--- src/rtl/w6_wloader.sv ---
// Weight loader for the w6 layer core: streams 256 signed bytes into the 16x16 weight
// memory, keeps a running checksum, and optionally kicks the layer and waits for it.
//
// state | meaning
// IDLE  | waiting for load_req; s_ready low
// LOAD  | accepting beats; beat k goes to bank k[3:0], entry k[7:4]
// DRAIN | one cycle carrying the final write strobe
// KICK  | one-cycle layer_start pulse to w6
// RUN   | waiting for layer_finish from w6
module w6_wloader #(
  parameter logic AUTO_START = 1'b1
) (
  input  logic        clk,
  input  logic        xrst,
  input  logic        load_req,
  input  logic        abort,
  input  logic        s_valid,
  input  logic [7:0]  s_data,
  output logic        s_ready,
  output logic        wr_en,
  output logic [3:0]  wr_bank,
  output logic [3:0]  wr_addr,
  output logic [7:0]  wr_data,
  output logic        layer_start,
  input  logic        layer_finish,
  output logic        busy,
  output logic        done,
  output logic [15:0] csum
);

  typedef enum logic [2:0] {
    IDLE  = 3'd0,
    LOAD  = 3'd1,
    DRAIN = 3'd2,
    KICK  = 3'd3,
    RUN   = 3'd4
  } state_t;

  state_t      state;
  state_t      state_nxt;
  logic [7:0]  beat;
  logic        xfer;
  logic        fire_done;
  logic        load_go;

  always_ff @(posedge clk or posedge xrst) begin
    if (xrst) state <= IDLE;
    else      state <= state_nxt;
  end

  // abort wins over everything in the same cycle, including the beat on the bus
  always_comb begin
    state_nxt   = state;
    s_ready     = 1'b0;
    layer_start = 1'b0;
    fire_done   = 1'b0;
    case (state)
      IDLE: begin
        if (load_req) state_nxt = LOAD;
      end
      LOAD: begin
        s_ready = !abort;
        if (abort)                         state_nxt = IDLE;
        else if (s_valid && beat == 8'hFF) state_nxt = DRAIN;
      end
      DRAIN: begin
        if (abort) begin
          state_nxt = IDLE;
        end else if (AUTO_START) begin
          state_nxt = KICK;
        end else begin
          state_nxt = IDLE;
          fire_done = 1'b1;
        end
      end
      KICK: begin
        layer_start = !abort;
        state_nxt   = abort ? IDLE : RUN;
      end
      RUN: begin
        if (abort) begin
          state_nxt = IDLE;
        end else if (layer_finish) begin
          state_nxt = IDLE;
          fire_done = 1'b1;
        end
      end
      default: state_nxt = IDLE;
    endcase
  end

  assign xfer    = s_valid && s_ready;
  assign load_go = (state == IDLE) && load_req;
  assign busy    = (state != IDLE);

  // write port is a registered copy of the accepted beat: exactly one cycle of latency
  always_ff @(posedge clk or posedge xrst) begin
    if (xrst) begin
      beat    <= 8'd0;
      csum    <= 16'd0;
      wr_en   <= 1'b0;
      wr_bank <= 4'd0;
      wr_addr <= 4'd0;
      wr_data <= 8'd0;
      done    <= 1'b0;
    end else begin
      wr_en <= xfer;
      done  <= fire_done;
      if (load_go) begin
        beat <= 8'd0;
        csum <= 16'd0;
      end else if (xfer) begin
        beat    <= beat + 8'd1;
        csum    <= csum + {{8{s_data[7]}}, s_data};
        wr_bank <= beat[3:0];
        wr_addr <= beat[7:4];
        wr_data <= s_data;
      end
    end
  end

endmodule

--- config.mk ---
export PLATFORM = sky130hd
export DESIGN_NAME = w6_wloader
export DESIGN_NICKNAME = d
export VERILOG_FILES = /design/src/rtl/w6_wloader.sv
export SDC_FILE = /design/constraint.sdc
export NUM_CORES = 1
export LEC_CHECK = 0
export ABC_AREA = 1
export CORE_MARGIN = 3
export CORE_UTILIZATION = 49
export CTS_BUF_LIST = sky130_fd_sc_hd__clkbuf_2
export DETAILED_ROUTE_END_ITERATION = 10
export PLACE_DENSITY = 0.79
export REMOVE_ABC_BUFFERS = 1
export SYNTH_ARGS = -nofsm -noshare
export SYNTH_HDL_FRONTEND = slang
export SYNTH_SLANG_ARGS = --single-unit
--- constraint.sdc ---
create_clock -name clk -period 1.5 [get_ports clk]
set_input_delay 0.15 -clock clk [delete_from_list [all_inputs] [get_ports clk]]
set_output_delay 0.15 -clock clk [all_outputs]
set_load 0.005 [all_outputs]
==> results.py <==
metrics = {
    "critical_path": {
        "path_max_fanout": 3,
        "cp.arrival_ns": 2.15,
        "start_kind": "flop",
        "crit_type": "flop to flop",
        "cp_data_required_time_ns": 1.86,
        "crit_path_end_kind": "flop",
    },
    "synth": {
        "syn-cell-area_um2": 2750,
        "yosysTopAreaCellShare_pct": 40.9,
        "async_flop_share_pct": 100,
        "synth_area_leaders": "dfrtp_1 (41%), nand2_1 (20%), ha_1 (7.3%), inv_1 (7.1%), nand3_1 (4.5%)",
        "syn_inst": 379,
        "synth_edf_count": 0,
        "yosysWarnings": 0,
        "synthDistinctLibCells": 30,
        "yosysTopAreaCell": "dfrtp_1",
        "yosys_register_bits": 45,
        "postSynthAreaPerCell_um2": 7.26,
        "seq_area_frac_synth_pct": 40.9,
        "synth_top_flop_cell": "dfrtp_1",
    },
    "routing": {
        "wirelength_mm": 9.36,
        "drcViolationCount": 0,
        "dr_total_vias": 3138,
        "drt-initial-drc-count": 234,
        "ant_nets": 0,
        "viasPerCell": 5.51,
        "avgRoutedWirePerCell_um": 16.4,
        "dr.pass1.iters": 5,
    },
    "cells_and_area": {
        "syn_to_final_growth_pct": 58.9,
        "n_antenna_cell": 0,
        "drive_gt1_share_pct": 33.0,
        "final_cells": 570,
        "layout_commonest_cell": "nand2_1",
        "fillCellCount": 315,
        "nets": 530,
        "final_cell_mix": "nand2_1 (126), inv_1 (49), buf_4 (49)",
    },
    "timing": {
        "fin_skew_ns": 0.0309,
        "rsz0062_at_grt": "true",
        "period_minus_slack_ns": 1.79,
        "period_share_pct": 120,
        "hold_ws_ns": 0.0129,
        "slew-limit-headroom_pct": 81.6,
        "tightestPinTransition_ns": 0.274,
        "final-hold-violation-count": 0,
        "setup_ws_ns": -0.295,
        "max_freq_ghz": 0.557,
        "finalSetupViolCount": 17,
        "slew_viol_final": 0,
    },
    "cts": {
        "cts_buffers": 5,
        "cts.sinks": 45,
        "cts_hold_buf": 0,
        "clk_pin_slew_worst_paths_ns": 0.27,
        "cts_tree": "done",
        "htreeDepth": 2,
        "clock_latency_ns": 0.45,
        "clk_path_buf_depth": 2,
        "cts_root_buffer": "clkbuf_2",
    },
    "global_routing": {
        "track_usage_pct": 25.1,
        "gr-total-overflow": 0,
        "grt_pass1_wl_mm": 12.9,
        "grt_max_degree": 46,
        "grt_pass1_vias": 2894,
        "antenna_found_initial": 0,
    },
    "min_path": {
        "hp-class": "input pin to async pin",
    },
    "flow_run": {
        "cap_violations": 0,
    },
    "outcome": {
        "violations": "negative setup slack",
        "status": "complete, but fails checks",
    },
    "placement": {
        "gp_congestion": 0.859,
        "dp.cells": 534,
        "io_buffer_count": 50,
        "hpwl_mm": 5.06,
    },
    "floorplan": {
        "die_h_um": 81.0,
        "dieArea_um2": 6550,
        "core_area_um2": 5270,
        "initial_utilization_pct": 52.2,
        "io_pins": 51,
        "rows": 26,
        "die_w_um": 81.0,
    },
    "power": {
        "power.leakage_nw": 2.39,
        "p_per_area_nw_per_um2": 1890,
        "peakVddDrop_uv": 1510,
    },
}
==> synthesized netlist by cell type, drive strengths merged (2+ instances only) <==
library cell / instances
a21oi: 12
a22o: 2
and2: 3
buf: 6
dfrtp: 45
ha: 16
inv: 56
nand2: 150
nand3: 25
nand3b: 2
nor2: 25
nor3: 5
o21ai: 19
o22ai: 4
or2: 2
xor2: 3
==> cell families (layout without fill, tap and decap cells) <==
family	after synthesis	in the layout	share of synthesized area [%]
AOI/OAI and AO/OA	38	38	7.45
xor gates and xnor gates	4	4	1.27
adders and majority gates	17	17	8.00
buffers and inverters	62	183	9.36
DFF	45	45	40.9
and+or+nand+nor	213	213	33.0
==> metrics by stage <==
stage               util (%)  total power (W)  instance area [um2]  TNS (ns)  worst slack (ns)
floorplan                  -          0.00399                 2710    -0.839            -0.163
global placement        68.9          0.00589                 3630     -4.97            -0.436
detailed placement      68.9          0.00605                 3630     -5.54            -0.493
CTS                     75.5          0.00702                 3980     -1.24            -0.152
global route            83.0          0.00878                 4370     -4.20            -0.337
finish                  83.0          0.00827                 4370     -2.48            -0.295
==> path summary, 6_finish.rpt <==
check / endpoint / slack, ns / depth (start not counted) / from
max: csum[9]$_DFFE_PP0P_ / -0.29 / 11 / csum[1]$_DFFE_PP0P_
max reg2reg: csum[9]$_DFFE_PP0P_ / -0.29 / 11 / csum[1]$_DFFE_PP0P_
max in group asynchronous: csum[6]$_DFFE_PP0P_ / 1.25 / 3 / xrst
min: csum[1]$_DFFE_PP0P_ / 0.01 / 3 / xrst
min in group clk: wr_data[0]$_DFFE_PP0P_ / 0.27 / 3 / s_data[0]
min reg2reg: wr_data[5]$_DFFE_PP0P_ / 0.51 / 2 / wr_data[5]$_DFFE_PP0P_
==> sequential cells by signal, summed over array words and instances (netlist names) <==
signal	flops
state	3
csum	16
wr_en	1
done	1
wr_bank	4
wr_addr	4
beat	8
wr_data	8
==> worst max-delay path, stage by stage, from the launching register on <==
cell and delay (ns):
dfrtp_1 0.51, buf_6 0.15, ha_4 0.25, nand2_2 0.05, nand2_4 0.10, nand3_4 0.10
nand2_4 0.11, nand2_2 0.06, nand2_1 0.08, nand2_1 0.09, nand3_1 0.12, nand2_1 0.07
==> routing by layer <==
layer	track usage, %	part of all wire, %	vias to the layer above
li1	-	-	1426
met1	30.2	37	1477
met2	45.5	51	186
met3	4.77	6.8	49
met4	6.76	4.6	0
met5	0	0	-
==> timing repair <==
item,in CTS,in global routing
buffers inserted,14,15
resized for setup,85,99
pin swaps,15,27
endpoints found under the setup margin,48,51
==> layout make-up <==
class                      instances  area [um2]  area share, %
clock buffer                       5        25.0          0.572
clock inverter                     3        21.3          0.486
inverter                          56         223           5.09
multi-input combinational        272        1810           41.3
sequential                        45        1130           25.8
tap                               70        87.6           2.00
timing repair buffer             119        1080           24.8
==> where the power goes <==
group          internal [W]  switching, W  total, W
Combinational       0.00278       0.00288   0.00566
Sequential          0.00166      0.000380   0.00204
Clock              0.000118      0.000451  0.000569
Total               0.00456       0.00371   0.00827
No activity file was read; power rests on OpenSTA's default activity.
